File: src/rtl/ifu_pkg.sv
// Shared types, opcode constants and opcode classification helpers for the instruction fetch unit.
package ifu_pkg;

    typedef enum logic [1:0] {
        FETCH_OP,
        FETCH_IMM,
        ISSUE
    } ifu_state_t;

    localparam logic [3:0] OP_BR   = 4'hC;
    localparam logic [3:0] OP_JMP  = 4'hD;
    localparam logic [3:0] OP_LDI  = 4'hE;
    localparam logic [3:0] OP_JMPI = 4'hF;

    // Opcodes followed by an immediate word in memory.
    function automatic logic is_two_word(input logic [3:0] op);
        return (op == OP_LDI) || (op == OP_JMPI);
    endfunction

    function automatic logic is_flow(input logic [3:0] op);
        return (op == OP_BR) || (op == OP_JMP) || is_two_word(op);
    endfunction

endpackage

File: src/rtl/ifu_pc_sel.sv
// Next-PC select: flow-control opcodes take the consumer's target, everything else falls through.
module ifu_pc_sel
    import ifu_pkg::*;
#(
    parameter int ADDR_W = 16
) (
    input  logic [3:0]        op,
    input  logic [ADDR_W-1:0] ir_pc,
    input  logic [ADDR_W-1:0] next_ip,
    output logic [ADDR_W-1:0] next_pc
);

    always_comb begin
        next_pc = is_flow(op) ? next_ip : ir_pc + ADDR_W'(1);
    end

endmodule

File: src/rtl/instr_fetch_unit.sv
// Instruction fetch front end: PC, req/ack memory fetch of opcode and optional immediate, valid/ready issue.
// Define IFU_PERF_EN to add the instr_cnt/stall_cnt performance counter ports.
module instr_fetch_unit
    import ifu_pkg::*;
#(
    parameter int                ADDR_W   = 16,
    parameter int                DATA_W   = 16,
    parameter logic [ADDR_W-1:0] RESET_PC = '0
) (
    input  logic              clk,
    input  logic              rst_n,
    output logic              mem_req,
    output logic [ADDR_W-1:0] mem_addr,
    input  logic              mem_ack,
    input  logic [DATA_W-1:0] mem_rdata,
    output logic              ir_valid,
    input  logic              ir_ready,
    output logic [ADDR_W-1:0] ir_pc,
    output logic [DATA_W-1:0] ir_opcode,
    output logic [DATA_W-1:0] ir_imm,
    input  logic [ADDR_W-1:0] next_ip
`ifdef IFU_PERF_EN
    ,
    output logic [15:0]       instr_cnt,
    output logic [15:0]       stall_cnt
`endif
);

    ifu_state_t        state;
    logic [ADDR_W-1:0] pc;
    logic [ADDR_W-1:0] next_pc;
    logic [3:0]        rdata_op;
    logic              ack_seen;
    logic              accept;

    assign rdata_op = mem_rdata[DATA_W-1 -: 4];
    assign ack_seen = mem_req && mem_ack;
    assign accept   = ir_valid && ir_ready;

    ifu_pc_sel #(
        .ADDR_W (ADDR_W)
    ) u_pc_sel (
        .op      (ir_opcode[DATA_W-1 -: 4]),
        .ir_pc   (ir_pc),
        .next_ip (next_ip),
        .next_pc (next_pc)
    );

    always_comb begin
        mem_addr = (state == FETCH_IMM) ? pc + ADDR_W'(1) : pc;
    end

    // A fetch state raises mem_req one cycle after entry; dropping it on ack leaves an idle cycle between fetches.
    always_ff @(posedge clk or negedge rst_n) begin
        if (!rst_n) begin
            state     <= FETCH_OP;
            pc        <= RESET_PC;
            mem_req   <= 1'b0;
            ir_valid  <= 1'b0;
            ir_pc     <= '0;
            ir_opcode <= '0;
            ir_imm    <= '0;
        end else begin
            case (state)
                FETCH_OP: begin
                    if (ack_seen) begin
                        mem_req   <= 1'b0;
                        ir_opcode <= mem_rdata;
                        ir_pc     <= pc;
                        if (is_two_word(rdata_op)) begin
                            state <= FETCH_IMM;
                        end else begin
                            ir_imm   <= '0;
                            ir_valid <= 1'b1;
                            state    <= ISSUE;
                        end
                    end else begin
                        mem_req <= 1'b1;
                    end
                end
                FETCH_IMM: begin
                    if (ack_seen) begin
                        mem_req  <= 1'b0;
                        ir_imm   <= mem_rdata;
                        ir_valid <= 1'b1;
                        state    <= ISSUE;
                    end else begin
                        mem_req <= 1'b1;
                    end
                end
                ISSUE: begin
                    if (accept) begin
                        ir_valid <= 1'b0;
                        pc       <= next_pc;
                        state    <= FETCH_OP;
                    end
                end
                default: begin
                    state   <= FETCH_OP;
                    mem_req <= 1'b0;
                end
            endcase
        end
    end

`ifdef IFU_PERF_EN
    always_ff @(posedge clk or negedge rst_n) begin
        if (!rst_n) begin
            instr_cnt <= '0;
            stall_cnt <= '0;
        end else begin
            if (accept) begin
                instr_cnt <= instr_cnt + 16'd1;
            end
            if (ir_valid && !ir_ready) begin
                stall_cnt <= stall_cnt + 16'd1;
            end
        end
    end
`endif

endmodule

File: config.mk
export PLATFORM = sky130hd
export DESIGN_NAME = instr_fetch_unit
export DESIGN_NICKNAME = d
export VERILOG_FILES = /design/src/rtl/ifu_pkg.sv /design/src/rtl/ifu_pc_sel.sv /design/src/rtl/instr_fetch_unit.sv
export SDC_FILE = /design/constraint.sdc
export NUM_CORES = 1
export LEC_CHECK = 0
export BUFFER_PORTS_ARGS = -buffer_cell sky130_fd_sc_hd__buf_2
export CORE_AREA = 2 2 83 85
export DETAILED_ROUTE_END_ITERATION = 10
export DIE_AREA = 0 0 85 87
export PLACE_DENSITY = 0.83
export SLEW_MARGIN = 20
export SYNTH_ARGS = -nofsm -noshare
export SYNTH_HDL_FRONTEND = slang
export SYNTH_HIERARCHICAL = 1
export SYNTH_SLANG_ARGS = --single-unit
File: constraint.sdc
create_clock -name clk -period 3.9 [get_ports clk]
set_input_delay 0.39 -clock clk [delete_from_list [all_inputs] [get_ports clk]]
set_output_delay 0.39 -clock clk [all_outputs]
set_load 0.02 [all_outputs]
=== Word level (Yosys, flattened, before mapping) ===
Index checks and enable logic that the tools add are counted.

* Bits in registers: 68
* Bits of input ports: 36
* Output and inout bits: 66

* Add/subtract/negate cells: 2
* Equal/unequal tests: 12
* Muxes and demuxes: 18
* Reductions and logical operators: 15

{| class="wikitable"
|+ Operator list
! cell !! number
|-
| 2-to-1 mux 16 bit || 5
|-
| adder 16 x 1 -> 16 bit, second input constant || 2
|-
| case mux 16 bit (2 select lines) || 1
|-
| == test 4 bit, second input constant || 6
|-
| 2-to-1 mux 2 bit || 4
|-
| inequality test 2 bit, second input constant || 4
|-
| case mux 2 bit (3 select lines) || 1
|-
| 2-to-1 mux 1 bit || 5
|-
| AND reduction 5 bit || 1
|-
| logical OR 1 bit || 4
|-
| AND reduction 2 bit || 2
|-
| AND reduction 4 bit || 1
|-
| case mux 1 bit (3 select lines) || 1
|-
| AND reduction 3 bit || 1
|-
| nonzero test 3 bit || 1
|-
| == test 2 x 1 -> 1 bit, second input constant || 1
|-
| == test 2 bit, second input constant || 1
|-
| logical AND 1 bit || 2
|-
| logical NOT 2 bit || 1
|-
| case mux 1 bit (2 select lines) || 1
|-
| nonzero test 2 bit || 1
|-
| OR reduction 2 bit || 1
|}

=== Depth between registers and ports, before layout ===
Gate-level depths: netlist of run 1.

* Depth after elaboration: 5
* Depth in mapped cells: 7
* Mapped depth without buffers: 6

=== Cells and area by module ===
The synthesis of run 1 kept the hierarchy.

{| class="wikitable"
|+ By module, submodules not included
! module !! instances !! cells each !! area an instance (um^2)
|-
| instr_fetch_unit || 1 || 243 || 3046.7
|-
| ifu_pc_sel || 1 || 74 || 464.2
|}

=== Worst setup path before layout of run 1 ===
Ideal clock, no wire load.

* Path kind: register to output
* Start point: register state[1]
* End point: output port mem_addr[13]
* Arrival time: 1569 ps
* Setup slack: 1941 ps
* Cell stages (with the launch flop): 7
* Path buffers: 1
* Cells stage by stage: dfrtp_1 > inv_1 > ha_1 > buf_2 > nand4_1 > nor4_1 > xor2_1

* Cells in the longest elaborated chain, start to end: 2

{| class="wikitable"
|+ RTL lines
! item !! line !! text
|-
| start: declaration || instr_fetch_unit.sv:29 || <nowiki>ifu_state_t state;</nowiki>
|-
| start signal: assignment || instr_fetch_unit.sv:56 || <nowiki>state <= FETCH_OP;</nowiki>
|-
| start signal: assignment || instr_fetch_unit.sv:71 || <nowiki>state <= FETCH_IMM;</nowiki>
|-
| start signal: assignment || instr_fetch_unit.sv:75 || <nowiki>state <= ISSUE;</nowiki>
|-
| == test 2 x 1 -> 1 bit || instr_fetch_unit.sv:50 || <nowiki>mem_addr = (state == FETCH_IMM) ? pc + ADDR_W'(1) : pc;</nowiki>
|-
| 2-to-1 mux 16 bit || instr_fetch_unit.sv:50 ||
|-
| end: declaration || instr_fetch_unit.sv:13 || <nowiki>output logic [ADDR_W-1:0] mem_addr,</nowiki>
|}

Every way passes these cells.

=== Worst setup path after layout of run 1 ===
* Start point: register state[1]
* End point: output port mem_addr[11]

The elaborated chain is that of the path after synthesis.

==> summary.txt, run 1 <==
Power and ir drop
  • Switching power: approximately 1.7 mW
  • Combinational share of power: 0.457
  • Int Pwr: around 2.3 mW
  • Clock power share: 0.185
  • Worst ir drop on vdd: roughly 0.55 mV
  • Pwr/cell area: just over 900 nW/um^2
  • Seq pwr share: 0.358
  • Design Power: roughly 4 mW
  • Leakage: about 2 nW
  • Sw Ratio: 0.432

Critical path
  • Crit path launch type: register
  • WS Path Type: register to primary output
  • Worst EP arrival: about 2.3 ns
  • Crit path max-delay family: simple AND/OR/NAND/NOR gates
  • Worst path bufs/invs: 2
  • Worst reg2reg path startpoint: mem_req
  • CP required: approximately 3.5 ns
  • CP max-delay cell: dfrtp_1
  • Crit-path cells: inv_1 > ha_1 > nand4_1 > nor4_1 > xor2_1 > buf_2
  • Max stage delay on crit path: 0.40 ns
  • Critical path capture point type: primary output
  • CP Launch Point: state[1]
  • Worst Path Max Fanout: 9

Route
  • Drt pass-1 iters: 4
  • Final ANT Viol Nets: 0
  • Via density: around 5.5
  • Routed len/inst: between 15 and 20 um
  • DRT iter0 DRCs: about 120
  • Vias post-DR: 2,780
  • Post-route DRC violation count: 0
  • Routed WL: around 8.3 mm

Timing
  • Maximum clock rate: roughly 0.37 GHz
  • Fin. max-slew vios: 0
  • Measured slew at the worst slew-check pin: 1.02 ns
  • Skew final: between 0.005 and 0.006 ns
  • Max-Slew Margin vs Limit: 0.317
  • Worst Slack Setup Final: around 1.2 ns
  • Setup TNS: 0 ns
  • Final Hold Vio Count: 0
  • Final setup violation count: 0
  • Ratio of final minimum period to clock period: 0.689
  • RSZ-0062 raised after global routing: false
  • Fin Hold WS: 0.160 ns
  • Post-layout min period: 2.69 ns

Floorplan
  • Core ar.: about 6600 um^2
  • # IOs: 102
  • FP Rows: 30
  • Die Span Y: 87 um
  • Initial core utilization: 0.534
  • Die width: 85 um
  • Die ar.: 7400 um^2

Run status
  • Status: finished clean

Clock network
  • Clock Tree Root: clkbuf_8
  • Number of buffers created by CTS: 9
  • Post-CTS setup buffer count: 0
  • Sink Count: slightly below 70
  • CTS tree: done
  • Clock latency on the worst-skew pair: about 0.35 ns
  • Bufs on Longest Clock Path: 2
  • Post_cts resized: 0
  • H-tree Lvls: 3
  • Hold Buf Count CTS: 0
  • Clock slew at reported path FFs: ~0.070 ns

Layout
  • Final Instance Count excl. Fillers: 501
  • Fraction of layout cells with a size suffix above 1: 0.425
  • Final Cell Area: between 4000 and 5000 um^2
  • Area delta synth->final: 22.8%
  • FILL cells: approximately 540
  • Finished Core Util: 0.656
  • NumNets Final: 457
  • Number of diodes: 0

Synthesis
  • Top-area cell type share of the netlist area: 0.485
  • Mapped Cells: around 320
  • Netlist cell types: 36
  • Yosys top cell by area: dfrtp_1
  • Synth warn: 6
  • Sequential share of the synthesized area: 0.485
  • Syn nets: between 300 and 400
  • Mapped Area: 3510 um^2
  • Largest cells by area after synthesis: dfrtp_1, mux2_2, nand4_1
  • Post-synthesis register bit count: roughly 70
  • Syn Area/Cell: approximately 11 um^2

Placement
  • Placed Instances: just under 500
  • Port-buffer cells: ~100
  • Placed cell area: approximately 4100 um^2
  • Dpl hpwl: around 6.0 mm
  • Post-Place Setup Slack: 1.41 ns
  • Gpl congestion: 0.865

Hold path
  • Hold Crit Class: input pin to async pin

GRT
  • GRT overflow: 0
  • Initial antenna violation count: 0
  • First-pass GRT wire length: approximately 14 mm
  • Vias in the first global route: roughly 2,800
  • Largest net degree at the start of global routing: 41
  • Tot GR Track Use: 0.237

Run
  • Max cap viols: 0
## cells in the mapped netlist, drive strengths merged
cell type  number
inv            20
nor2b           2
o211a           1
ha              5
xnor2          14
and3            2
o211ai          1
buf            10
o32a            1
mux2i           1
a41oi           1
nor2           18
o21ai          17
o2bb2ai         2
nor4            9
a21boi          1
nor4b           1
and4            1
and2            1
a21oi          15
mux2           50
nand4          31
clkbuf          6
nand3           5
dfrtp          68
xor2           15
nor3            4
o2111ai         1
nand2          13
or3             1
## power groups by stage
stage,Sequential [mW],Combinational [mW],Clock [mW]
floorplan,1.65,1.01,0
global placement,1.41,1.78,0
detailed placement,1.43,1.84,0
CTS,1.43,1.84,0.752
global route,1.48,1.98,0.786
finish,1.43,1.82,0.738
## cells in the final DEF (no fill, tap or decap), drive strengths merged, types with 3 or more instances in the layout
master	count
ha	5
dfrtp	68
nor3	4
nor2	18
mux2	50
xnor2	14
inv	21
nand4	31
nand2	13
buf	104
xor2	15
a21oi	15
clkbuf	11
bufinv	3
o21ai	17
nand3	5
nor4	9
## sequential cells by signal, indices dropped and copies added, names as in the netlist
| register | count |
|---|---|
| mem_req | 1 |
| pc | 16 |
| state | 2 |
| ir_opcode | 16 |
| ir_imm | 16 |
| ir_pc | 16 |
| ir_valid | 1 |
## cells by family (layout without fill, tap and decap cells)
logic type | after synthesis | after routing | synth area share
AND/OR/NAND/NOR | 88 | 88 | 0.151
XOR/XNOR | 29 | 29 | 0.0723
AO/OA/AOI/OAI | 40 | 40 | 0.0656
flip-flops | 68 | 68 | 0.485
buffers and inverters | 36 | 140 | 0.0456
adder cells (fa/ha/maj) | 5 | 5 | 0.0178
multiplexers | 51 | 51 | 0.163
## layer usage
layer / part of all wire / wire [um] / global-route usage
met1: 0.43 / 3560 / 0.301
met2: 0.48 / 4020 / 0.386
met3: 0.072 / 600 / 0.0720
met4: 0.013 / 112 / 0.0866
met5: 0 / 0 / 0
## area by class of cell
class                      count  area, um^2  share of cell area
sequential                    68        1700               0.395
multi-input combinational    213        1650               0.382
inverter                      20        75.1              0.0174
clock buffer                  11         151              0.0351
clock inverter                 5         106              0.0247
timing repair buffer         104         528               0.122
tap                           80         100              0.0232
## path summary, 6_finish.rpt
check / slack [ns] / depth (start not counted) / end
setup / recovery: 1.21 / 6 / mem_addr[11]
max in group asynchronous: 2.84 / 2 / ir_opcode[0]
hold / removal: 0.16 / 1 / pc[11]
hold reg to reg: 0.50 / 1 / ir_opcode[4]
setup reg to reg: 1.52 / 4 / ir_pc[4]
min in group clk: 0.29 / 2 / ir_opcode[4]
No activity file was read; power rests on OpenSTA's default activity.
==> run 2, diff against run 1 <==
--- a/config.mk
+++ b/config.mk
@@ -6,10 +6,10 @@
 export NUM_CORES = 1
 export LEC_CHECK = 0
 export BUFFER_PORTS_ARGS = -buffer_cell sky130_fd_sc_hd__buf_2
-export CORE_AREA = 2 2 83 85
+export CORE_AREA = 2 2 90 92
 export DETAILED_ROUTE_END_ITERATION = 10
-export DIE_AREA = 0 0 85 87
-export PLACE_DENSITY = 0.83
+export DIE_AREA = 0 0 92 94
+export PLACE_DENSITY = 0.75
 export SLEW_MARGIN = 20
 export SYNTH_ARGS = -nofsm -noshare
 export SYNTH_HDL_FRONTEND = slang
==> constraint.sdc (replaced) <==
create_clock -name clk -period 2.4 [get_ports clk]
set_input_delay 0.24 -clock clk [delete_from_list [all_inputs] [get_ports clk]]
set_output_delay 0.24 -clock clk [all_outputs]
set_load 0.02 [all_outputs]
==> run 2 against run 1 <==
Net effect:
- die area grew 17%
- non-clock buffer count rose by 7
- register-to-register slack worse by 1.0 ns
- combinational power rose by 65%
- clock-buffer cell count grew 1
- routed wire length grew 6.3%
- critical endpoint unchanged
==> summary.txt, run 2 (synthesis gave the netlist of run 1 again) <==
Timing
  • Post-layout min period: approximately 2.3 ns
  • Ratio of final minimum period to clock period: 0.939
  • Skew final: between 0.005 and 0.006 ns
  • Fin Hold WS: 0.146 ns
  • Final setup violation count: 0
  • Maximum clock rate: between 0.4 and 0.5 GHz
  • Measured slew at the worst slew-check pin: between 0.4 and 0.5 ns
  • Fin. max-slew vios: 0
  • Max-Slew Margin vs Limit: 0.686
  • Final Hold Vio Count: 0
  • RSZ-0062 raised after global routing: false
  • Setup TNS: 0 ns
  • Worst Slack Setup Final: around 0.15 ns

Run
  • Max cap viols: 0

GRT
  • Largest net degree at the start of global routing: between 60 and 70
  • Vias in the first global route: between 2,000 and 3,000
  • Tot GR Track Use: 0.212
  • GRT overflow: 0
  • First-pass GRT wire length: 14.4 mm
  • Initial antenna violation count: 0

Clock network
  • Number of buffers created by CTS: 9
  • Clock latency on the worst-skew pair: ~0.34 ns
  • Bufs on Longest Clock Path: 2
  • H-tree Lvls: 3
  • CTS tree: done
  • Sink Count: between 60 and 70
  • Clock slew at reported path FFs: 0.07 ns
  • Clock Tree Root: clkbuf_8

Placement
  • Post-Place Setup Slack: around 0.39 ns
  • Port-buffer cells: 101
  • Dpl hpwl: 6.21 mm
  • Placed cell area: just over 4000 um^2
  • Gpl congestion: ~0.83

Floorplan
  • Die Span Y: ~94 um
  • Core ar.: 7610 um^2
  • Initial core utilization: 0.462
  • FP Rows: 32
  • # IOs: 102
  • Die ar.: a little under 9000 um^2
  • Die width: ~92 um

Layout
  • Most common library cell in the layout ignoring fill and taps: buf_2
  • Area delta synth->final: 23.9%
  • NumNets Final: 464
  • Fraction of layout cells with a size suffix above 1: 0.430
  • Final Cell Area: ~4300 um^2
  • Number of diodes: 0
  • FILL cells: 676
  • Finished Core Util: 0.572
  • Most frequent cells in the layout: buf_2, dfrtp_1, mux2_2

Route
  • Via density: between 5 and 6
  • Drt pass-1 iters: 5
  • Post-route DRC violation count: 0
  • DRT iter0 DRCs: ~110
  • Routed WL: around 8.8 mm
  • Final ANT Viol Nets: 0
  • Vias post-DR: 2,878
  • Routed len/inst: approximately 17 um

Power and ir drop
  • Clock power share: 0.149
  • Int Pwr: approximately 3.5 mW
  • Combinational share of power: 0.482
  • Seq pwr share: 0.369
  • Sw Ratio: 0.446
  • Worst ir drop on vdd: between 0.7 and 0.8 mV
  • Switching power: around 2.8 mW
  • Leakage: a little over 2 nW
  • Pwr/cell area: about 1400 nW/um^2

Run status
  • Status: finished clean

Critical path
  • CP required: ~2.2 ns
  • Worst Path Max Fanout: 6
  • Worst Reg-to-Reg Cells: 6
  • Critical path capture point type: primary output
  • WS Path Type: register to primary output
  • Crit path launch type: register
  • Worst EP arrival: ~2.0 ns

Hold path
  • Min-Delay Path Depth: 2
  • Hold Crit Class: input pin to register
-- run 2: cell types whose count changed in the layout (fill, tap and decap cells not counted), sizes merged --
cell	previous run	this run
bufinv	3	1
buf	104	110
dlygate4sd3	0	1
clkbuf	11	12
clkinv	0	3
inv	21	20
clkinvlp	1	0
-- run 2: path summary, 6_finish.rpt --
path,startpoint,to,slack [ns]
worst max register to register,ir_pc[0],pc[12],0.50
worst min register to register,ir_opcode[11],ir_opcode[11],0.50
max in group asynchronous,rst_n,ir_pc[2],1.63
worst max-delay path,state[1],mem_addr[11],0.15
min in group asynchronous,rst_n,pc[11],0.44
worst min-delay path,mem_rdata[3],ir_opcode[3],0.15
-- run 2: layer usage --
| layer | share of wire | global-route usage | vias to the layer above |
|---|---|---|---|
| li1 | - | - | 1339 |
| met5 | 0 | 0 | - |
| met3 | 0.078 | 0.0642 | 6 |
| met4 | 0.0060 | 0.0547 | 0 |
| met1 | 0.43 | 0.272 | 1431 |
| met2 | 0.49 | 0.353 | 102 |
-- run 2: power groups by stage --
| stage | clock, mW | sequential [mW] | combinational, mW |
|---|---|---|---|
| finish | 0.935 | 2.31 | 3.01 |
| global route | 1.01 | 2.41 | 3.27 |
| CTS | 0.952 | 2.30 | 3.05 |
| detailed placement | 0 | 2.32 | 3.04 |
| global placement | 0 | 2.28 | 2.97 |
| floorplan | 0 | 2.67 | 1.64 |
-- run 2: worst max-delay path, stage by stage (launching register included) --
cell and delay [ns]:
dfrtp_1 0.41, inv_1 0.09, ha_1 0.26, nand4_1 0.13
buf_4 0.19, nor4_1 0.25, xor2_1 0.18, buf_2 0.18
-- run 2: metrics by stage --
| step | power (mW) | std cells |
|---|---|---|
| after detailed placement | 5.35 | 511 |
| final | 6.26 | 530 |
| after CTS | 6.30 | 528 |
| after floorplan | 4.32 | 317 |
| after global placement | 5.25 | 511 |
| after global routing | 6.69 | 530 |
-- run 2: area by class of cell --
cell class,count,area (um^2),share of cell area
flip-flops and latches,68,1700,0.391
multi-input cells,213,1660,0.381
repair buffers,111,596,0.137
clock buffers,12,145,0.0334
well taps,102,128,0.0293
inverters,20,75.1,0.0173
clock inverters,4,48.8,0.0112
-- run 2: what timing repair did --
action / CTS / global route
hold buffers: 1 / 0
endpoints found under the setup margin: 0 / 5
hold endpoints to repair: 68 / 0
gates resized for setup: 0 / 1
buffers inserted: 0 / 2
==> run 3, diff against run 2 <==
--- a/config.mk
+++ b/config.mk
@@ -10,6 +10,7 @@
 export DETAILED_ROUTE_END_ITERATION = 10
 export DIE_AREA = 0 0 92 94
 export PLACE_DENSITY = 0.75
+export REMOVE_ABC_BUFFERS = 1
 export SLEW_MARGIN = 20
 export SYNTH_ARGS = -nofsm -noshare
 export SYNTH_HDL_FRONTEND = slang
==> run 3 against run 2 <==
Net effect:
- die area stayed put
- register-to-register slack better by 0.03 ns
- power is 1.0% higher
- clock skew is 0.0017 ns higher
- fmax is 1.1% higher
- setup slack better by 0.024 ns
- first-iteration DRC count is 37% higher
- sequential share of layout area is 0.068 points higher
- critical path depth stayed put
- combinational power hardly changed
- largest power group unchanged
==> summary.txt, run 3 (synthesis gave the netlist of run 1 again) <==
GRT
  • Tot GR Track Use: 0.209
  • Vias in the first global route: about 3,000
  • GRT overflow: 0
  • Largest net degree at the start of global routing: 69
  • First-pass GRT wire length: 14.3 mm
  • Initial antenna violation count: 0

Route
  • Routed len/inst: ~16 um
  • Routed WL: 8.71 mm
  • Final ANT Viol Nets: 0
  • DRT iter0 DRCs: ~150
  • Post-route DRC violation count: 0
  • Drt pass-1 iters: 4
  • Via density: 5.38
  • Vias post-DR: 2,842

Floorplan
  • Core ar.: between 7000 and 8000 um^2
  • FP Rows: 32
  • # IOs: slightly above 100
  • Die ar.: ~8600 um^2
  • Initial core utilization: 0.462
  • Die Span Y: roughly 94 um
  • Die width: slightly above 90 um

Clock network
  • Bufs on Longest Clock Path: 2
  • Clock slew at reported path FFs: roughly 0.07 ns
  • Clock latency on the worst-skew pair: between 0.3 and 0.4 ns
  • H-tree Lvls: 3
  • CTS tree: done
  • Clock Tree Root: clkbuf_8
  • Number of buffers created by CTS: 9
  • Sink Count: between 60 and 70

Hold path
  • Hold Crit Class: input pin to async pin

Layout
  • Final Instance Count excl. Fillers: approximately 530
  • Area delta synth->final: 23.7%
  • Finished Core Util: 0.571
  • Most common library cell in the layout ignoring fill and taps: buf_2
  • Area occupied by multi-input gates: 1660 um^2
  • Fraction of layout cells with a size suffix above 1: 0.437
  • FILL cells: a little under 700
  • Final Cell Area: 4340 um^2
  • NumNets Final: between 400 and 500
  • Number of diodes: 0
  • Sequential Area: 1700 um^2
  • Most frequent cells in the layout: buf_2, dfrtp_1, mux2_2

Run status
  • Status: finished clean

Timing
  • Final setup violation count: 0
  • Max-Slew Margin vs Limit: 0.423
  • Measured slew at the worst slew-check pin: 0.865 ns
  • Post-layout min period: around 2.2 ns
  • Fin. max-slew vios: 0
  • Ratio of final minimum period to clock period: 0.929
  • Skew final: approximately 0.007 ns
  • Worst Slack Setup Final: around 0.17 ns
  • RSZ-0062 raised after global routing: false
  • Maximum clock rate: roughly 0.45 GHz
  • Fin Hold WS: between 0.09 and 0.1 ns
  • Final Hold Vio Count: 0
  • Setup TNS: 0 ns

Critical path
  • CP required: 2.16 ns
  • Crit path launch type: register
  • R2R Setup Slk: about 0.53 ns
  • Worst Reg-to-Reg Cells: 6
  • Worst EP arrival: a little under 2 ns
  • Worst Path Max Fanout: 6
  • WS Path Type: register to primary output
  • Critical path capture point type: primary output
  • Worst reg2reg path startpoint: ir_pc[0]
  • R2r endpoint: pc[10]

Run
  • Max cap viols: 0

Placement
  • Placed Instances: between 500 and 600
  • Dpl hpwl: about 6.2 mm
  • Gpl congestion: between 0.8 and 0.9
  • Port-buffer cells: 101
  • Placed cell area: about 4100 um^2
  • Post-Place Setup Slack: 0.444 ns

Power and ir drop
  • Pwr/cell area: roughly 1500 nW/um^2
  • Worst ir drop on vdd: approximately 0.79 mV
  • Design Power: between 6 and 7 mW
  • Leakage: around 2 nW
run 3: repair_timing:
| item | 4_1_cts | 5_1_grt |
|---|---|---|
| gates resized for setup | 0 | 2 |
| endpoints found under the setup margin | 0 | 5 |
| hold buffers | 0 | 0 |
| buffers inserted | 0 | 1 |
run 3: metal layers:
layer,up-vias,routed length (um),track usage
met1,1381,3810,0.263
met5,-,0,0
met2,117,4140,0.357
met3,9,670,0.0506
li1,1335,-,-
met4,0,87,0.0684
run 3: worst max path at each step:
stage / start / end / slack (ns) / cells after the start
after floorplan: state[1] / mem_addr[13] / 0.13 / 5
after global placement: state[1] / mem_addr[13] / 0.57 / 6
after detailed placement: state[1] / mem_addr[11] / 0.44 / 6
after CTS: state[1] / mem_addr[11] / 0.05 / 6
after global routing: state[1] / mem_addr[12] / 0.04 / 6
final: state[1] / mem_addr[7] / 0.17 / 7
run 3: worst max-delay path, stage by stage (launching register included):
cell and delay [ns]:
dfrtp_1 0.41, inv_1 0.10, ha_2 0.24, nand4_1 0.11
buf_4 0.18, nor3_1 0.27, xor2_1 0.17, buf_2 0.17
run 3: area by class of cell:
type | count | share of cell area
inverter | 20 | 0.0173
clock inverter | 6 | 0.0147
multi-input combinational | 213 | 0.382
timing repair buffer | 109 | 0.133
tap | 102 | 0.0294
sequential | 68 | 0.392
clock buffer | 10 | 0.0317
run 3: where the power goes:
group | internal [mW] | switching (mW) | total (mW) | leakage, nW
logic | 1.28 | 1.76 | 3.04 | 1.06
clock network | 0.506 | 0.446 | 0.952 | 0.0983
registers | 1.70 | 0.634 | 2.33 | 0.851
